===== src/rtl/inst_fetch_ctrl_pkg.sv =====
// Shared front-end definitions for the instruction fetch path.
package inst_fetch_ctrl_pkg;

  localparam logic [31:0] FS_RESET_PC   = 32'h1c00_0000;
  localparam logic [1:0]  SRAM_SIZE_WORD = 2'b10;
  localparam logic [31:0] FETCH_STEP    = 32'd4;

  typedef enum logic [1:0] {
    S_IDLE = 2'd0,
    S_REQ  = 2'd1,
    S_WAIT = 2'd2,
    S_HOLD = 2'd3
  } fetch_state_e;

endpackage


===== src/rtl/inst_fetch_ctrl_fetch_buf.sv =====
// One-entry PC+instruction buffer holding a returned fetch while IF is stalled.
module inst_fetch_ctrl_fetch_buf (
  input  logic        clk,
  input  logic        reset,
  input  logic        load_i,
  input  logic        clear_i,
  input  logic        flush_i,
  input  logic [31:0] pc_i,
  input  logic [31:0] inst_i,
  output logic        vld_o,
  output logic [31:0] pc_o,
  output logic [31:0] inst_o
);

  logic        vld_q;
  logic [31:0] pc_q;
  logic [31:0] inst_q;

  always_ff @(posedge clk) begin
    if (reset) begin
      vld_q  <= 1'b0;
      pc_q   <= '0;
      inst_q <= '0;
    end else if (load_i) begin
      vld_q  <= 1'b1;
      pc_q   <= pc_i;
      inst_q <= inst_i;
    end else if (clear_i || flush_i) begin
      vld_q  <= 1'b0;
    end
  end

  assign vld_o  = vld_q;
  assign pc_o   = pc_q;
  assign inst_o = inst_q;

endmodule


===== src/rtl/inst_fetch_ctrl.sv =====
// Fetch-request controller: one outstanding read on the SRAM-like bus,
// stale-response discard after redirects, one-entry stall buffer.
module inst_fetch_ctrl
  import inst_fetch_ctrl_pkg::*;
#(
  parameter logic [31:0] RESET_PC = FS_RESET_PC
) (
  input  logic        clk,
  input  logic        reset,
  input  logic        br_taken_cancel,
  input  logic [31:0] br_target,
  input  logic        fs_allowin,
  output logic        inst_sram_req,
  output logic        inst_sram_wr,
  output logic [1:0]  inst_sram_size,
  output logic [3:0]  inst_sram_wstrb,
  output logic [31:0] inst_sram_wdata,
  output logic [31:0] inst_sram_addr,
  input  logic        inst_sram_addr_ok,
  input  logic        inst_sram_data_ok,
  input  logic [31:0] inst_sram_rdata,
  output logic        to_fs_valid,
  output logic [31:0] to_fs_pc,
  output logic [31:0] to_fs_inst
);

  fetch_state_e state_q;
  logic [31:0]  req_pc_q;
  logic [31:0]  pend_pc_q;
  logic         pend_vld_q;
  logic         discard_q;

  logic         resp_ok;
  logic         deliver_now;
  logic         buf_load;
  logic         buf_clear;
  logic         buf_flush;
  logic         buf_vld;
  logic [31:0]  buf_pc;
  logic [31:0]  buf_inst;

  // A response is usable only if it is live and no redirect kills it this cycle.
  assign resp_ok     = (state_q == S_WAIT) && inst_sram_data_ok && !discard_q && !br_taken_cancel;
  assign deliver_now = resp_ok && fs_allowin;
  assign buf_load    = resp_ok && !fs_allowin;
  assign buf_clear   = (state_q == S_HOLD) && fs_allowin;
  assign buf_flush   = (state_q == S_HOLD) && br_taken_cancel;

  always_ff @(posedge clk) begin
    if (reset) begin
      state_q    <= S_IDLE;
      req_pc_q   <= RESET_PC;
      pend_pc_q  <= '0;
      pend_vld_q <= 1'b0;
      discard_q  <= 1'b0;
    end else begin
      unique case (state_q)
        S_IDLE: begin
          state_q <= S_REQ;
          if (br_taken_cancel) req_pc_q <= br_target;
        end
        S_REQ: begin
          if (br_taken_cancel) begin
            pend_pc_q  <= br_target;
            pend_vld_q <= 1'b1;
          end
          if (inst_sram_addr_ok) begin
            state_q   <= S_WAIT;
            discard_q <= pend_vld_q || br_taken_cancel;
          end
        end
        S_WAIT: begin
          if (inst_sram_data_ok) begin
            state_q    <= S_REQ;
            pend_vld_q <= 1'b0;
            discard_q  <= 1'b0;
            // A same-cycle redirect is newer than any pending target.
            if (br_taken_cancel)  req_pc_q <= br_target;
            else if (discard_q)   req_pc_q <= pend_pc_q;
            else if (fs_allowin)  req_pc_q <= req_pc_q + FETCH_STEP;
            else                  state_q  <= S_HOLD;
          end else if (br_taken_cancel) begin
            discard_q  <= 1'b1;
            pend_pc_q  <= br_target;
            pend_vld_q <= 1'b1;
          end
        end
        S_HOLD: begin
          if (br_taken_cancel) begin
            state_q  <= S_REQ;
            req_pc_q <= br_target;
          end else if (fs_allowin) begin
            state_q  <= S_REQ;
            req_pc_q <= req_pc_q + FETCH_STEP;
          end
        end
        default: state_q <= S_IDLE;
      endcase
    end
  end

  inst_fetch_ctrl_fetch_buf u_fetch_buf (
    .clk     (clk),
    .reset   (reset),
    .load_i  (buf_load),
    .clear_i (buf_clear),
    .flush_i (buf_flush),
    .pc_i    (req_pc_q),
    .inst_i  (inst_sram_rdata),
    .vld_o   (buf_vld),
    .pc_o    (buf_pc),
    .inst_o  (buf_inst)
  );

  assign inst_sram_req   = (state_q == S_REQ);
  assign inst_sram_addr  = req_pc_q;
  assign inst_sram_wr    = 1'b0;
  assign inst_sram_size  = SRAM_SIZE_WORD;
  assign inst_sram_wstrb = '0;
  assign inst_sram_wdata = '0;

  assign to_fs_valid = deliver_now || (buf_vld && !br_taken_cancel);
  assign to_fs_pc    = deliver_now ? req_pc_q        : buf_pc;
  assign to_fs_inst  = deliver_now ? inst_sram_rdata : buf_inst;

endmodule


===== config.mk =====
export PLATFORM = sky130hd
export DESIGN_NAME = inst_fetch_ctrl
export DESIGN_NICKNAME = d
export VERILOG_FILES = /design/src/rtl/inst_fetch_ctrl_pkg.sv /design/src/rtl/inst_fetch_ctrl_fetch_buf.sv /design/src/rtl/inst_fetch_ctrl.sv
export SDC_FILE = /design/constraint.sdc
export NUM_CORES = 1
export LEC_CHECK = 0
export ABC_AREA = 1
export CAP_MARGIN = 0
export CORE_UTILIZATION = 35
export DETAILED_ROUTE_END_ITERATION = 10
export PLACE_DENSITY = 0.72
export REMOVE_ABC_BUFFERS = 1
export SYNTH_ARGS = -nofsm -noshare
export SYNTH_HDL_FRONTEND = slang
export SYNTH_HIERARCHICAL = 1
export SYNTH_SLANG_ARGS = --single-unit

===== constraint.sdc =====
create_clock -name clk -period 2.7 [get_ports clk]
set_input_delay 0.675 -clock clk [delete_from_list [all_inputs] [get_ports clk]]
set_output_delay 0.675 -clock clk [all_outputs]
set_load 0.005 [all_outputs]

==> flow_summary_export.csv, run 1 <==
group,metric,value,unit
drt,avgViaCountPerCell,4.94,
die,die_w,152,um
synthesis,syn_avg_cell_area,7.01,sq um
setup_path,worstPathCellList,"clkdlybuf4s15_1 -> nor3_4 -> nand3_4 -> buf_12 -> buf_16 -> buf_12 -> mux2_4 -> buf_6",
setup_path,path_buf_inv,5,
run,max_cap_viol_count,0,
die,die_h,152,um
synthesis,synth_area,0.00783,sq mm
synthesis,synth_cells,1116,
setup_path,cp_common_cell,"buf_12",
sta,whs,446,ps
cts,cts_tree,"done",
sta,rsz0062_at_grt,"true",
cts,cts.htree.levels,4,
sta,finClkSkew,7.15,ps
hold_path,hold_class,"flip-flop to flip-flop",
cts,path_clk_slew,60,ps
synthesis,synth_top_cell_by_area,"dfxtp_1",
setup_path,r2r_setup_slack,700,ps
synthesis,synthTopCellsByArea,"dfxtp_1, nand2_1, a21oi_1",
setup_path,arrival,2200,ps
die,die_area,0.0230,sq mm
place,portBuffers,167,
cts,cts.sinks,133,
drt,vias,7928,
setup_path,critical_path.top_delay_family,"buffers and inverters",
final_layout,drive_gt1_frac,0.225,
sta,max-slew-margin-rel,0.604,
drt,routed_wl,24800,um
power_and_ir_drop,power_density,551,mW/mm^2
synthesis,synth_edf_count,0,
drt,drt_pre_antenna_iters,5,
synthesis,synthFlopType,"dfxtp_1",
sta,fin_crit_sh,1.07,
final_layout,fill_cells,2134,
power_and_ir_drop,p_leak,0.00454,uW
sta,timing.final.hold_violations,0,
die,io_pins,207,
global_routing,grt.total_usage,0.216,
setup_path,crit_slowest_cell,"mux2_4",
hold_path,hp-start,"pend_pc_q[1]",
outcome,violations,"setup timing",
sta,min_period,2880,ps
global_routing,antenna_found_initial,1,
hold_path,whs_endpoint,"pend_pc_q[1]",
setup_path,rr_endpoint,"inst_sram_addr[6]",
sta,worstMarginPinSlew,594,ps
global_routing,gr-total-overflow,0,
setup_path,crit_fanout,5,
sta,worst_slack,-178,ps
setup_path,cpPeakStageDelay,290,ps
place,gp_congestion,0.828,
drt,drc_errors,0,
synthesis,yosysWarnings,6,
cts,cts-buffers-inserted,17,
cts,cts_buffer_depth,2,
power_and_ir_drop,power.total,5950,uW
sta,timing.fmax,347,MHz
global_routing,grt_pass1_vias,7409,
power_and_ir_drop,vdd_drop_max,0.000343,V
sta,slew_violations,0,
setup_path,crit_required,2030,ps
sta,setup_viol,50,
final_layout,layout.nets,1387,
hold_path,min_delay_path_depth,2,
final_layout,area_growth_syn_to_layout,37.9,%
outcome,outcome,"finished, violations left",
synthesis,synth_seq_cells,133,
final_layout,post-route-util,0.493,
synthesis,yosysUniqueCellTypes,43,
synthesis,synth_top_area_frac,0.340,
die,start_util,0.358,
setup_path,reg2reg_depth,10,
synthesis,yosysSeqAreaShare,0.340,
drt,drtIter0Drc,534,
setup_path,end_kind,"primary output",
drt,ant_nets,0,
global_routing,grt_pass1_wl,38400,um
die,rows,54,
drt,wl_per_cell,15.5,um
cts,cts_root_buf,"clkbuf_16",
synthesis,async_reset_ff_frac,0,
setup_path,critPathKind,"input pin to primary output",
cts,insertion_delay,430,ps
place,dp_hpwl,15900,um
global_routing,grt_max_degree,91,
setup_path,worst_setup_path_start_kind,"input pin",
die,core,0.0219,sq mm
setup_path,r2r-start,"state_q[0]",
[metal layers]
layer  track usage  routed length, um  vias up
li1              -                  -     3943
met5             0                  0        -
met2         0.365              11900      275
met1         0.271              10900     3665
met4        0.0802                484        0
met3        0.0419               1490       45
[stage by stage]
stage	setup TNS [ps]	instances	instance area, sq um	setup slack, ps
after floorplan	-436910	1054	7290	-4870
after global placement	-33750	1541	9690	-593
after detailed placement	-35530	1541	9690	-621
after CTS	-8540	1595	10700	-217
after global routing	-10840	1603	10800	-276
final	-5380	1604	10800	-178
[cell families after synthesis]
family	Yosys count	share of synthesized area
simple gates	445	0.239
compound gates	284	0.200
buf+inv	206	0.138
flops	133	0.340
mux	36	0.0676
fa+ha+maj	6	0.00959
xor+xnor	4	0.00448
other cells	2	0.000959
[power by group]
part	internal [uW]	switching, uW	leakage [uW]
clock network	1540	911	0.000288
logic	531	686	0.00317
registers	2110	169	0.00108
total	4180	1770	0.00454
[how the worst max path moves through the flow]
| stage | from | slack [ps] | cells past startpoint | endpoint |
|---|---|---|---|---|
| floorplan | fs_allowin | -4870 | 4 | u_fetch_buf/inst_o[16] |
| global placement | br_taken_cancel | -590 | 6 | to_fs_pc[24] |
| detailed placement | br_taken_cancel | -620 | 6 | to_fs_inst[20] |
| CTS | state_q[0] | -220 | 10 | to_fs_inst[23] |
| global route | state_q[0] | -280 | 10 | to_fs_inst[23] |
| finish | br_taken_cancel | -180 | 8 | to_fs_inst[23] |
[state kept, by name, indices dropped and copies added, names as in the netlist]
register / flops
discard_q: 1
inst_sram_addr: 32
pend_pc_q: 32
pend_vld_q: 1
state_q: 2
u_fetch_buf/inst_o: 32
u_fetch_buf/pc_o: 32
u_fetch_buf/vld_o: 1
[Yosys cell counts (2+ instances only)]
cell type / number
nand2_1: 314
a21oi_1: 140
dfxtp_1: 133
inv_1: 97
o21ai_0: 79
nor2_1: 65
buf_4: 53
mux2_4: 33
nand3_1: 28
a21oi_2: 23
o21ai_1: 22
clkbuf_1: 18
buf_2: 14
buf_6: 12
nand4_1: 10
inv_2: 9
ha_1: 6
o211ai_1: 6
o221ai_1: 6
nand3_2: 5
nor2_2: 5
xor2_1: 4
mux2_2: 3
nand2_2: 3
nor2_4: 3
or2_2: 3
a311oi_1: 2
buf_1: 2
conb_1: 2
nand3b_1: 2
nor2_8: 2
[final cells by class]
class / instances / area, sq um / area share
multi-input combinational: 814 / 4400 / 0.408
sequential: 133 / 2670 / 0.247
timing repair buffer: 238 / 2360 / 0.218
clock buffer: 18 / 429 / 0.0398
inverter: 107 / 402 / 0.0372
tap: 280 / 350 / 0.0325
clock inverter: 13 / 183 / 0.0169
antenna: 1 / 2.50 / 0.000232
[cells in the final DEF (no fill, tap or decap), types with 13 or more instances in the layout]
cell type	synthesis	layout
a21oi_1	140	140
a21oi_2	23	23
buf_12	0	15
buf_2	14	25
buf_4	53	45
buf_6	12	32
clkbuf_16	0	17
clkbuf_2	0	13
clkdlybuf4s50_1	0	98
conb_1	2	39
dfxtp_1	133	131
inv_1	97	96
mux2_4	33	33
nand2_1	314	300
nand2_2	3	16
nand3_1	28	26
nor2_1	65	65
o21ai_0	79	61
o21ai_1	22	20
o21ai_2	0	17
[tightest hold or removal path: cells and delay by family, from the launching register on]
kind | cells | cell delay [ps]
buf+inv | 1 | 50
compound gates | 1 | 50
flops | 1 | 290
[what timing repair did]
action	CTS	global route
gates resized for setup	311	45
gates cloned	6	0
pin swaps	5	4
setup endpoints to repair	65	65
setup buffers	17	9
hold endpoints to repair	0	0
hold buffers	0	0
No activity file was read; power rests on OpenSTA's default activity.
==> run 2, diff against run 1 <==
--- a/config.mk
+++ b/config.mk
@@ -9,9 +9,7 @@
 export CAP_MARGIN = 0
 export CORE_UTILIZATION = 35
 export DETAILED_ROUTE_END_ITERATION = 10
-export PLACE_DENSITY = 0.72
-export REMOVE_ABC_BUFFERS = 1
+export PLACE_DENSITY = 0.73
 export SYNTH_ARGS = -nofsm -noshare
 export SYNTH_HDL_FRONTEND = slang
-export SYNTH_HIERARCHICAL = 1
 export SYNTH_SLANG_ARGS = --single-unit
==> flow_summary_export.csv, run 2 <==
group,metric,value,unit
outcome,outcome,"finished, violations left",
outcome,violations,"setup timing",
sta,rsz0062_at_grt,"true",
setup_path,worstPathCellList,"inv_2 -> ha_4 -> nand2_4 -> nor2_4 -> nand3_4 -> buf_8 -> o21ai_1 -> clkdlybuf4s50_1",
die,die_area,0.0213,sq mm
synthesis,synth_top_area_frac,0.368,
setup_path,cpPeakStageDelay,530,ps
die,io_pins,207,
sta,fin_crit_sh,1.03,
final_layout,post-route-util,0.511,
sta,finClkSkew,8.39,ps
drt,ant_nets,0,
hold_path,min_delay_path_depth,2,
drt,avgViaCountPerCell,5.01,
place,place_inst,1493,
cts,path_clk_slew,50,ps
die,die_h,146,um
sta,slew_violations,0,
synthesis,synth_cells,1083,
global_routing,grt.total_usage,0.218,
sta,max-slew-margin-rel,0.513,
cts,cts_buffer_depth,2,
final_layout,layout_commonest_cell,"a21oi_1",
global_routing,antenna_found_initial,0,
synthesis,synth_common_cells,"a21oi_1, o21ai_0, nand2_1",
cts,insertion_delay,430,ps
synthesis,post-synth-top-count-cell,"a21oi_1",
synthesis,syn_avg_cell_area,6.68,sq um
drt,drt_pre_antenna_iters,5,
cts,cts.sinks,133,
place,gp_congestion,0.861,
power_and_ir_drop,p_leak,0.00429,uW
die,start_util,0.358,
drt,drc_errors,0,
die,rows,52,
sta,worstMarginPinSlew,730,ps
setup_path,end_kind,"primary output",
place,dp_hpwl,15500,um
sta,timing.final.hold_violations,0,
drt,vias,7765,
final_layout,drive_gt1_frac,0.189,
synthesis,synthTopCellsByArea,"dfxtp_1, a21oi_1, o21ai_0",
setup_path,worst_setup_path_start_kind,"flip-flop",
place,portBuffers,167,
sta,setup_viol,53,
hold_path,hold_class,"flip-flop to flip-flop",
final_layout,fin_cells,1550,
final_layout,final_cell_mix,"a21oi_1, nand2_1, o21ai_0, dfxtp_1, inv_1",
setup_path,arrival,2110,ps
synthesis,yosysWarnings,0,
power_and_ir_drop,power.total,7390,uW
cts,cts_tree,"done",
global_routing,gr-total-overflow,0,
die,die_w,146,um
sta,min_period,2790,ps
final_layout,n_antenna_cell,0,
synthesis,synth_top_cell_by_area,"dfxtp_1",
final_layout,layout.nets,1343,
setup_path,critPathKind,"flip-flop to primary output",
global_routing,grt_pass1_wl,37000,um
die,core,0.0202,sq mm
setup_path,crit_fanout,18,
synthesis,yosysUniqueCellTypes,40,
run,max_cap_viol_count,0,
power_and_ir_drop,vdd_drop_max,0.000407,V
drt,routed_wl,23400,um
sta,timing.fmax,358,MHz
drt,drtIter0Drc,539,
synthesis,synth_area,0.00724,sq mm
cts,cts-buffers-inserted,17,
setup_path,reg2reg_depth,13,
final_layout,fill_cells,1926,
global_routing,grt_max_degree,78,
synthesis,async_reset_ff_frac,0,
synthesis,synth_seq_cells,133,
cts,cts_root_buf,"clkbuf_16",
cts,cts.htree.levels,4,
power_and_ir_drop,power_density,715,mW/mm^2
drt,wl_per_cell,15.1,um
synthesis,synthFlopType,"dfxtp_1",
sta,worst_slack,-89.5,ps
synthesis,synth_edf_count,0,
setup_path,crit_slowest_cell,"clkdlybuf4s50_1",
final_layout,area_growth_syn_to_layout,42.8,%
synthesis,yosysSeqAreaShare,0.368,
global_routing,grt_pass1_vias,7290,
setup_path,crit_required,2030,ps
==> run 2: cell count changes after synthesis, sizes merged, moves of 8 or more <==
| cell | change |
|---|---|
| nand2 | -165 |
| buf | -21 |
| o21ai | +59 |
| o211ai | +8 |
| mux2 | -36 |
| clkbuf | +25 |
| nor2 | +34 |
| inv | +24 |
| a21oi | +42 |
==> run 2: final cells by class <==
cell class	instances	area, sq um	area share
multi-input cells	753	3970	0.384
flip-flops and latches	133	2670	0.258
repair buffers	231	2270	0.219
inverters	131	492	0.0476
clock buffers	23	478	0.0462
well taps	270	338	0.0327
clock inverters	9	125	0.0121
==> run 2: what timing repair did <==
action | in CTS | in global routing
pin swaps | 7 | 4
cloned | 7 | 1
gates resized for setup | 285 | 49
hold endpoints to repair | 0 | 0
setup buffers | 13 | 7
hold buffers | 0 | 0
setup endpoints to repair | 65 | 63
==> run 2: kinds of logic after synthesis <==
group / Yosys count / share of synthesized area
compound gates: 392 / 0.282
simple gates: 305 / 0.179
buf+inv: 234 / 0.147
flops: 133 / 0.368
xor+xnor: 11 / 0.0133
fa+ha+maj: 6 / 0.0104
other cells: 2 / 0.00104
==> run 2: power breakdown <==
part | internal [uW] | switching [uW] | total (uW)
registers | 2280 | 356 | 2640
logic | 1030 | 1330 | 2360
clock network | 1520 | 870 | 2390
total | 4830 | 2560 | 7390
==> run 2: final timing paths <==
kind | to | slack [ps] | start
worst max-delay path | to_fs_pc[2] | -90 | state_q[0]
worst max register to register | inst_sram_addr[6] | 470 | state_q[0]
worst min-delay path | pend_pc_q[0] | 440 | pend_pc_q[0]
worst min register to register | pend_pc_q[0] | 440 | pend_pc_q[0]
==> run 2: through the flow <==
step | instance area (sq um) | hold slack [ps] | TNS, ps | setup slack, ps
after detailed placement | 9260 | 439 | -29540 | -533
after floorplan | 7380 | 424 | 0 | 472
after CTS | 10100 | 447 | -2210 | -174
final | 10300 | 445 | -2170 | -89.5
after global routing | 10300 | 465 | -6390 | -161
after global placement | 9260 | 434 | -28780 | -490
==> run 2: layer usage <==
metal | track usage | part of all wire | wire length (um) | up-vias
li1 | - | - | - | 3863
met1 | 0.278 | 0.45 | 10600 | 3573
met2 | 0.358 | 0.47 | 10900 | 290
met3 | 0.0408 | 0.058 | 1360 | 39
met4 | 0.0926 | 0.021 | 499 | 0
met5 | 0 | 0 | 0 | -
==> run 2: worst max-delay path: cells and delay by family (launching register included) <==
kind	cells	cell delay (ps)
simple gates	3	290
flops	1	320
buf+inv	3	780
fa+ha+maj	1	140
compound gates	1	160
==> run 3, diff against run 2 <==
--- a/config.mk
+++ b/config.mk
@@ -7,6 +7,7 @@
 export LEC_CHECK = 0
 export ABC_AREA = 1
 export CAP_MARGIN = 0
+export CORE_MARGIN = 2
 export CORE_UTILIZATION = 35
 export DETAILED_ROUTE_END_ITERATION = 10
 export PLACE_DENSITY = 0.73
==> flow_summary_export.csv, run 3 (synthesized netlist as in run 2, its figures left out) <==
group,metric,value,unit
setup_path,worst_setup_path_start_kind,"flip-flop",
final_layout,layout.nets,1344,
place,gp_congestion,0.902,
setup_path,crit_fanout,7,
sta,timing.fmax,362,MHz
sta,worstMarginPinSlew,771,ps
hold_path,hold_class,"flip-flop to flip-flop",
die,die_h,148,um
cts,path_clk_slew,50,ps
setup_path,end_kind,"primary output",
die,die_w,148,um
global_routing,grt_pass1_wl,38200,um
outcome,violations,"setup timing",
setup_path,critPathKind,"flip-flop to primary output",
power_and_ir_drop,power.total,7400,uW
sta,setup-tns-final,-154,ps
drt,avgViaCountPerCell,5.04,
power_and_ir_drop,p_leak,0.00419,uW
die,rows,52,
cts,insertion_delay,420,ps
drt,drt_pre_antenna_iters,6,
drt,routed_wl,24500,um
global_routing,grt_pass1_vias,7238,
place,dp_hpwl,16400,um
setup_path,rr_endpoint,"inst_sram_addr[6]",
setup_path,crit_required,2030,ps
sta,slew_violations,0,
drt,vias,7824,
hold_path,min_delay_path_depth,2,
outcome,outcome,"finished, violations left",
cts,cts_tree,"done",
hold_path,whs_endpoint,"u_fetch_buf.pc_o[16]",
cts,cts_buffer_depth,2,
sta,rsz0062_at_grt,"true",
global_routing,grt_max_degree,65,
cts,ctsHoldBuffers,0,
sta,fin_crit_sh,1.02,
sta,finClkSkew,8.31,ps
die,start_util,0.357,
place,post-place-ws,-566,ps
run,max_cap_viol_count,0,
setup_path,arrival,2090,ps
power_and_ir_drop,power_density,715,mW/mm^2
sta,min_period,2760,ps
global_routing,gr-total-overflow,0,
sta,timing.final.hold_violations,0,
hold_path,hp-start,"u_fetch_buf.pc_o[16]",
sta,max-slew-margin-rel,0.486,
cts,cts-buffers-inserted,17,
final_layout,n_antenna_cell,0,
cts,cts.sinks,133,
power_and_ir_drop,vdd_drop_max,0.000416,V
drt,drtIter0Drc,598,
drt,ant_nets,0,
final_layout,post-route-util,0.510,
drt,wl_per_cell,15.8,um
die,core,0.0203,sq mm
cts,cts.htree.levels,4,
drt,drc_errors,0,
sta,setup_viol,5,
final_layout,fill_cells,1959,
final_layout,drive_gt1_frac,0.190,
die,io_pins,207,
global_routing,grt.total_usage,0.220,
die,die_area,0.0219,sq mm
place,portBuffers,167,
final_layout,area_growth_syn_to_layout,42.9,%
sta,worst_slack,-61.2,ps
setup_path,r2r-start,"state_q[0]",
setup_path,r2r_setup_slack,570,ps
global_routing,antenna_found_initial,0,
cts,cts_root_buf,"clkbuf_16",
final_layout,layout_commonest_cell,"a21oi_1",
setup_path,reg2reg_depth,12,
final_layout,final_cell_mix,"a21oi_1, nand2_1, o21ai_0, dfxtp_1, inv_1",
-- run 3: cell count changes in the layout (fill, tap and decap cells not counted), moves of 4 or more --
cell             before  now
buf_2                48   40
buf_4                37   42
clkbuf_2              1    5
clkdlybuf4s15_1       0    6
clkdlybuf4s15_2       1    6
nand2_1             147  151
nor2_1               72   66
nor2_2               21   14
nor2_4               16   29
o21ai_0             138  144
o21ai_2               8    4
-- run 3: per-stage QoR --
step	std cells	hold slack, ps	area [sq um]
floorplan	1120	424	7380
global placement	1501	436	9280
detailed placement	1501	444	9280
CTS	1549	454	10100
global route	1551	474	10300
finish	1551	451	10300
-- run 3: worst max-delay path: stages, from the launching register on --
cell and delay, ps:
dfxtp_2 320, inv_2 70, ha_4 150, nand2_4 50, nor2_4 110, nand3_4 130, buf_6 150, buf_12 140
buf_16 140, buf_12 130, nor2_4 110, a21oi_4 40, buf_2 120
-- run 3: final cells by class --
cell class	count	area (sq um)	area share
multi-input combinational	753	4050	0.391
sequential	133	2670	0.258
timing repair buffer	232	2200	0.212
inverter	131	492	0.0475
clock buffer	21	480	0.0464
tap	270	338	0.0327
clock inverter	11	124	0.0120
-- run 3: worst max path at each step --
stage,from,endpoint,slack [ps],cells after the start
final,state_q[0],to_fs_inst[7],-60,12
after CTS,state_q[0],to_fs_inst[28],-80,10
after detailed placement,br_taken_cancel,to_fs_inst[19],-570,9
after global placement,br_taken_cancel,to_fs_inst[19],-560,9
after floorplan,br_taken_cancel,to_fs_inst[10],470,7
after global routing,state_q[0],to_fs_inst[7],-170,12
-- run 3: where the power goes --
part / switching (uW) / internal [uW] / leakage, uW / total (uW)
clock network: 894 / 1460 / 0.000291 / 2350
logic: 1370 / 1020 / 0.00281 / 2390
registers: 371 / 2280 / 0.00109 / 2650
total: 2630 / 4760 / 0.00419 / 7400
-- run 3: per-layer routing --
| layer | vias up | track usage | routed length [um] |
|---|---|---|---|
| li1 | 3866 | - | - |
| met1 | 3616 | 0.286 | 10600 |
| met2 | 302 | 0.365 | 11700 |
| met3 | 40 | 0.0441 | 1650 |
| met4 | 0 | 0.0752 | 476 |
| met5 | - | 0 | 0 |
-- run 3: timing repair --
action                                 in CTS  in global routing
endpoints found under the hold margin       0                  0
cloned                                      5                  1
gates resized for setup                   268                 81
pin swaps                                   7                 12
setup endpoints to repair                  65                 59
buffers inserted                           12                  4
